===== src/rtl/amp3_scheduler.sv =====
// amp3_scheduler
//   Two-requester round-robin arbiter feeding a stereo-sample FIFO, drained by
//   a three-state sequencer that hands one sample at a time to an I2S
//   transmitter.
//
// Ports
//   clk, rst                   clock, asynchronous active-low reset
//   req0_valid/ready/R/L       requester 0 stereo-sample handshake
//   req1_valid/ready/R/L       requester 1 stereo-sample handshake
//   tx_enable                  one-cycle start pulse to the transmitter
//   tx_dataR, tx_dataL         registered sample presented to the transmitter
//   tx_idle                    transmitter ready for a new sample
//   fifo_count                 FIFO occupancy, 0..DEPTH
//   underrun                   sticky: transmitter idle with FIFO empty while streaming
//   underrun_clr               synchronous clear of underrun and the streaming flag
//   o_dbg_state                sequencer state (0 IDLE, 1 WAIT_BUSY, 2 WAIT_IDLE)
//
// Handshake: a sample moves on requester k at a rising edge where both
// reqk_valid and reqk_ready are 1. ready is a combinational function of the
// valids, the last grant and FIFO fullness only; it never looks at tx_idle,
// and at most one ready is high in any cycle.
module amp3_scheduler #(
    parameter int DATA_W = 12,
    parameter int DEPTH  = 4
) (
    input  logic                     clk,
    input  logic                     rst,
    input  logic                     req0_valid,
    output logic                     req0_ready,
    input  logic [DATA_W-1:0]        req0_R,
    input  logic [DATA_W-1:0]        req0_L,
    input  logic                     req1_valid,
    output logic                     req1_ready,
    input  logic [DATA_W-1:0]        req1_R,
    input  logic [DATA_W-1:0]        req1_L,
    output logic                     tx_enable,
    output logic [DATA_W-1:0]        tx_dataR,
    output logic [DATA_W-1:0]        tx_dataL,
    input  logic                     tx_idle,
    output logic [$clog2(DEPTH):0]   fifo_count,
    output logic                     underrun,
    input  logic                     underrun_clr,
    output logic [1:0]               o_dbg_state
);

    localparam int AW = $clog2(DEPTH);
    localparam logic [AW:0]   CNT_FULL = (AW+1)'(DEPTH);
    localparam logic [AW:0]   CNT_ONE  = (AW+1)'(1);
    localparam logic [AW-1:0] PTR_ONE  = AW'(1);

    typedef enum logic [1:0] {
        S_IDLE      = 2'd0,
        S_WAIT_BUSY = 2'd1,
        S_WAIT_IDLE = 2'd2
    } state_t;

    state_t              r_state;
    state_t              w_next_state;

    logic [DATA_W-1:0]   r_mem_r [DEPTH];
    logic [DATA_W-1:0]   r_mem_l [DEPTH];
    logic [AW-1:0]       r_wr_ptr;
    logic [AW-1:0]       r_rd_ptr;
    logic [AW:0]         r_count;

    // 1 means requester 1 won last, so requester 0 wins the next tie.
    logic                r_last_grant;
    logic                r_streaming;
    logic                r_underrun;
    logic                r_tx_enable;
    logic [DATA_W-1:0]   r_tx_r;
    logic [DATA_W-1:0]   r_tx_l;

    logic                w_full;
    logic                w_empty;
    logic                w_gnt0;
    logic                w_gnt1;
    logic                w_push;
    logic                w_pop;
    logic                w_under_set;
    logic [DATA_W-1:0]   w_push_r;
    logic [DATA_W-1:0]   w_push_l;

    // Arbitration. rst gates the readies so nothing is offered during reset.
    always_comb begin
        w_full   = (r_count == CNT_FULL);
        w_empty  = (r_count == '0);
        w_gnt0   = rst && !w_full && req0_valid && (!req1_valid || r_last_grant);
        w_gnt1   = rst && !w_full && req1_valid && (!req0_valid || !r_last_grant);
        w_push   = w_gnt0 || w_gnt1;
        w_push_r = w_gnt0 ? req0_R : req1_R;
        w_push_l = w_gnt0 ? req0_L : req1_L;
    end

    // Sequencer next state and pop decision.
    always_comb begin
        w_next_state = r_state;
        w_pop        = 1'b0;
        case (r_state)
            S_IDLE: begin
                if (!w_empty && tx_idle) begin
                    w_pop        = 1'b1;
                    w_next_state = S_WAIT_BUSY;
                end
            end
            S_WAIT_BUSY: begin
                if (!tx_idle) begin
                    w_next_state = S_WAIT_IDLE;
                end
            end
            S_WAIT_IDLE: begin
                if (tx_idle) begin
                    w_next_state = S_IDLE;
                end
            end
            default: begin
                w_next_state = S_IDLE;
            end
        endcase
        w_under_set = (r_state == S_IDLE) && r_streaming && tx_idle && w_empty;
    end

    always_ff @(posedge clk or negedge rst) begin
        if (!rst) begin
            r_state <= S_IDLE;
        end else begin
            r_state <= w_next_state;
        end
    end

    always_ff @(posedge clk or negedge rst) begin
        if (!rst) begin
            for (int i = 0; i < DEPTH; i++) begin
                r_mem_r[i] <= '0;
                r_mem_l[i] <= '0;
            end
            r_wr_ptr     <= '0;
            r_rd_ptr     <= '0;
            r_count      <= '0;
            r_last_grant <= 1'b1;
            r_streaming  <= 1'b0;
            r_underrun   <= 1'b0;
            r_tx_enable  <= 1'b0;
            r_tx_r       <= '0;
            r_tx_l       <= '0;
        end else begin
            if (w_push) begin
                r_mem_r[r_wr_ptr] <= w_push_r;
                r_mem_l[r_wr_ptr] <= w_push_l;
                r_wr_ptr          <= r_wr_ptr + PTR_ONE;
                r_last_grant      <= w_gnt1;
            end

            if (w_pop) begin
                r_rd_ptr <= r_rd_ptr + PTR_ONE;
                r_tx_r   <= r_mem_r[r_rd_ptr];
                r_tx_l   <= r_mem_l[r_rd_ptr];
            end

            case ({w_push, w_pop})
                2'b10:   r_count <= r_count + CNT_ONE;
                2'b01:   r_count <= r_count - CNT_ONE;
                default: r_count <= r_count;
            endcase

            r_tx_enable <= w_pop;

            // A start in the same cycle as a clear begins a new stream, so
            // the start wins for the streaming flag.
            if (w_pop) begin
                r_streaming <= 1'b1;
            end else if (underrun_clr) begin
                r_streaming <= 1'b0;
            end

            if (underrun_clr) begin
                r_underrun <= 1'b0;
            end else if (w_under_set) begin
                r_underrun <= 1'b1;
            end
        end
    end

    assign req0_ready  = w_gnt0;
    assign req1_ready  = w_gnt1;
    assign tx_enable   = r_tx_enable;
    assign tx_dataR    = r_tx_r;
    assign tx_dataL    = r_tx_l;
    assign fifo_count  = r_count;
    assign underrun    = r_underrun;
    assign o_dbg_state = r_state;

endmodule


===== config.mk =====
export PLATFORM = sky130hd
export DESIGN_NAME = amp3_scheduler
export DESIGN_NICKNAME = d
export VERILOG_FILES = /design/src/rtl/amp3_scheduler.sv
export SDC_FILE = /design/constraint.sdc
export NUM_CORES = 1
export LEC_CHECK = 0
export BUFFER_PORTS_ARGS = -buffer_cell sky130_fd_sc_hd__buf_2
export CAP_MARGIN = 20
export CORE_MARGIN = 2
export CORE_UTILIZATION = 50
export CTS_BUF_LIST = sky130_fd_sc_hd__clkbuf_4
export CTS_CLUSTER_SIZE = 12
export DETAILED_ROUTE_END_ITERATION = 16
export PLACE_DENSITY = 0.75
export SYNTH_ARGS = -nofsm -noshare
export SYNTH_HDL_FRONTEND = slang
export SYNTH_SLANG_ARGS = --single-unit

===== constraint.sdc =====
create_clock -name clk -period 3 [get_ports clk]
set_input_delay 0.45 -clock clk [delete_from_list [all_inputs] [get_ports clk]]
set_output_delay 0.45 -clock clk [all_outputs]
set_load 0.005 [all_outputs]

==> Implementation_results.wiki <==
{| class="wikitable"
! Metric !! Value
|-
| Critical path start-end classification || input pin to output port
|-
| Cell Pwr Density || between 1000 and 1500 nW/um2
|-
| Num ports || 87
|-
| Count leader, synth || sky130_fd_sc_hd__dfrtp_1
|-
| Maximum resistive drop on vdd || 0.525 mV
|-
| Worst reg-to-reg path cell count || 8
|-
| Diodes inserted || 0
|-
| Register cell area after layout || 3330 um2
|-
| Number of enable-type register cells in the synthesized netlist || 0
|-
| HPWL after detailed placement || 11.2 mm
|-
| Final Power || about 0.0082 W
|-
| Endpoint kind of the worst setup timing path || output port
|-
| Fraction of synthesized cell area taken by the top area cell type || 0.492
|-
| Setup tns final || 0 ns
|-
| Register bit count reported by yosys || 133
|-
| Seq/Total Area, Yosys || 0.496
|-
| Cell types occupying the most area after synthesis || sky130_fd_sc_hd__dfrtp_1, sky130_fd_sc_hd__a41oi_1, sky130_fd_sc_hd__a31oi_1, sky130_fd_sc_hd__mux4_2, sky130_fd_sc_hd__mux2_2
|-
| Final setup violation count || 0
|-
| Count of cells along the worst hold path || 2
|-
| Final number of hold-violating endpoints || 0
|-
| Leak Pwr || 2.87 nW
|-
| Die Width || 120 um
|-
| Sink count of the clock tree || between 100 and 150
|-
| Shortest clock period the worst path allows after layout || 2.47 ns
|-
| Area occupied by multi-input gates || 2950 um2
|-
| Grt total ovfl || 0
|-
| IO buf count || 86
|-
| Clk Tree Root Cell || sky130_fd_sc_hd__clkbuf_4
|-
| Share of the synthesized area in compound gates (AO/OA/AOI/OAI) || 0.244
|-
| Iter 0 DRT Violations || 898
|-
| Number of warnings issued by yosys || 0
|-
| Worst clock skew || 0.0123 ns
|-
| Status || finished clean
|-
| Post-synthesis share of cell area spent on full adders, half adders and majority gates || 0.0123
|-
| Weighted congestion at the end of routability-driven global placement || 0.807
|-
| Pin count of the biggest net entering global routing || 104
|-
| Vias in the first global route || 5,589
|-
| Crit path required time || 2.55 ns
|-
| Hold Crit Class || input pin to register
|-
| Share of layout cells above drive strength 1 || 0.324
|-
| Synthesis-to-finish area growth || 11.2%
|-
| Die area || 14,400 um2
|-
| Actual transition at the worst max-transition pin || approximately 0.92 ns
|-
| Cell type with the largest total area after synthesis || sky130_fd_sc_hd__dfrtp_1
|-
| CTS tree || built
|-
| RSZ-0062 raised after global routing || no
|-
| Slew HR || 0.386
|-
| Number of unique standard cell types used by synthesis || 36
|-
| Post-synthesis cell area || 6720 um2
|-
| Buffer levels on the longest clock path || 2
|-
| Post-layout nets || 659
|-
| Final number of max-transition violations || 0
|-
| Xor and xnor fraction of the mapped netlist area || 0.00913
|-
| DR DRC count || 0
|-
| Router iterations before antenna repair || 6
|-
| Mux contribution to synthesized area || 0.124
|-
| Area fraction in and, or, nand and nor cells after synthesis || 0.0490
|-
| Synthesized net count || around 600
|-
| Initial cell density of the core || 0.509
|-
| Sort of element at the start of the critical path || input pin
|-
| Remaining antenna violation count || 0
|-
| Max frequency || 0.405 GHz
|-
| Average detailed-routed wire length per instance || 23.7 um
|-
| Post-Syn Instances || 553
|-
| Most used flip-flop cell after synthesis || sky130_fd_sc_hd__dfrtp_1
|-
| Clock-pin slew on the worst setup and hold paths || 0.11 ns
|-
| Worst Path Max Fanout || 48
|-
| Die height || 120 um
|-
| Largest family of logic cells by synthesized area || compound AO/OA/AOI/OAI gates
|-
| List of most frequent post-synthesis cells || sky130_fd_sc_hd__dfrtp_1, sky130_fd_sc_hd__a31oi_1, sky130_fd_sc_hd__a41oi_1
|-
| Via Count || 5,595
|-
| Insertion delay to the later sink of the worst-skew pair || 0.55 ns
|-
| Routed wire length || 18.7 mm
|-
| Fraction of the cycle the final worst path needs || 0.824
|-
| Initial antenna violation count || 0
|-
| Floorplan core area || 13,200 um2
|-
| Post-synth ARST share || 1.00
|-
| Number of placement rows || 42
|-
| Global-route wire length before repair || 30.0 mm
|-
| GRT Total Usage || 0.269
|-
| Ratio of routed vias to standard cells || 7.10
|-
| MaxCap Viol Count || 0
|-
| Post-Synthesis Mean Instance Area || 12.1 um2
|-
| Number of CTS-inserted buffers || 17
|-
| CTS HTree Levels || 4
|-
| Worst endpoint data arrival time || 2.02 ns
|-
| Fill cell total of the finished layout || 1,139
|}
[final cells by class]
cell class	count	share of cell area
Clock buffer	17	0.0171
Timing Repair Buffer	108	0.0830
Multi-Input combinational cell	332	0.396
Tap cell	176	0.0295
Sequential cell	133	0.446
Clock inverter	15	0.0251
Inverter	7	0.00352
[metal layers]
| layer | vias up | share of wire | track usage |
|---|---|---|---|
| li1 | 2411 | - | - |
| met1 | 2783 | 0.40 | 0.369 |
| met2 | 355 | 0.48 | 0.418 |
| met3 | 46 | 0.097 | 0.0651 |
| met4 | 0 | 0.024 | 0.105 |
| met5 | - | 0 | 0 |
[critical path, stage by stage]
cell,delay [ns]
sky130_fd_sc_hd__dlygate4sd3_1,0.55
sky130_fd_sc_hd__clkbuf_8,0.34
sky130_fd_sc_hd__nand2_1,0.09
sky130_fd_sc_hd__buf_4,0.27
sky130_fd_sc_hd__nor3_1,0.16
sky130_fd_sc_hd__buf_2,0.14
[registers in the layout, summed over array words and instances (netlist names), 2 cells and up]
signal / count
fifo_count: 3
o_dbg_state: 2
r_mem_l: 48
r_mem_r: 48
r_rd_ptr: 2
r_wr_ptr: 2
tx_dataL: 12
tx_dataR: 12
[report_power, final]
group,switching [W],total [W],internal [W]
logic,0.00189,0.00358,0.00170
clock network,0.000689,0.00134,0.000650
registers,0.000552,0.00325,0.00270
total,0.00313,0.00817,0.00504
[logic make-up after synthesis]
logic type | after synthesis
multiplexers | 50
flip-flops | 133
adder cells (fa/ha/maj) | 6
AND/OR/NAND/NOR | 50
AO/OA/AOI/OAI | 219
XOR/XNOR | 7
buffers and inverters | 88
[worst paths after layout]
check	start	endpoint	slack, ns
min in group asynchronous	rst	r_wr_ptr[0]	0.39
min reg2reg	underrun	underrun	0.51
min	underrun_clr	underrun	0.06
max reg2reg	fifo_count[1]	fifo_count[2]	0.56
max	rst	req0_ready	0.53
max in group asynchronous	rst	tx_dataR[3]	1.37
[layout by cell type, fill, tap and decap left out, types with 2 or more instances in the layout]
cell	n
sky130_fd_sc_hd__a31oi_1	97
sky130_fd_sc_hd__a41oi_1	96
sky130_fd_sc_hd__and4_1	2
sky130_fd_sc_hd__and4_4	3
sky130_fd_sc_hd__buf_2	85
sky130_fd_sc_hd__buf_4	20
sky130_fd_sc_hd__bufinv_16	4
sky130_fd_sc_hd__clkbuf_4	17
sky130_fd_sc_hd__clkinv_2	5
sky130_fd_sc_hd__clkinvlp_4	4
sky130_fd_sc_hd__dfrtp_1	131
sky130_fd_sc_hd__ha_1	5
sky130_fd_sc_hd__inv_1	7
sky130_fd_sc_hd__mux2_2	25
sky130_fd_sc_hd__mux4_2	24
sky130_fd_sc_hd__nand2_1	2
sky130_fd_sc_hd__nand2b_1	2
sky130_fd_sc_hd__nand4_1	24
sky130_fd_sc_hd__nor2_1	4
sky130_fd_sc_hd__nor3_1	2
sky130_fd_sc_hd__nor3b_1	2
sky130_fd_sc_hd__o21ai_0	2
sky130_fd_sc_hd__o31ai_1	24
sky130_fd_sc_hd__xnor2_1	5
sky130_fd_sc_hd__xor2_1	2
[repair_timing]
action	in CTS	in global routing
resized for setup	0	0
hold endpoints to repair	21	0
buffers inserted	0	0
hold buffers	1	0
[metrics by stage]
step / setup WS, ns / utilization / cells / area (um2) / hold slack, ns
finish: 0.529 / 0.566 / 788 / 7470 / 0.0595
detailed placement: 0.612 / 0.541 / 755 / 7140 / 0.396
floorplan: 0.743 / - / 553 / 6720 / 0.154
global placement: 0.804 / 0.541 / 755 / 7140 / 0.380
global route: 0.432 / 0.566 / 788 / 7470 / 0.0246
CTS: 0.525 / 0.566 / 788 / 7470 / 0.0222
(Power assumes the default switching activity.)
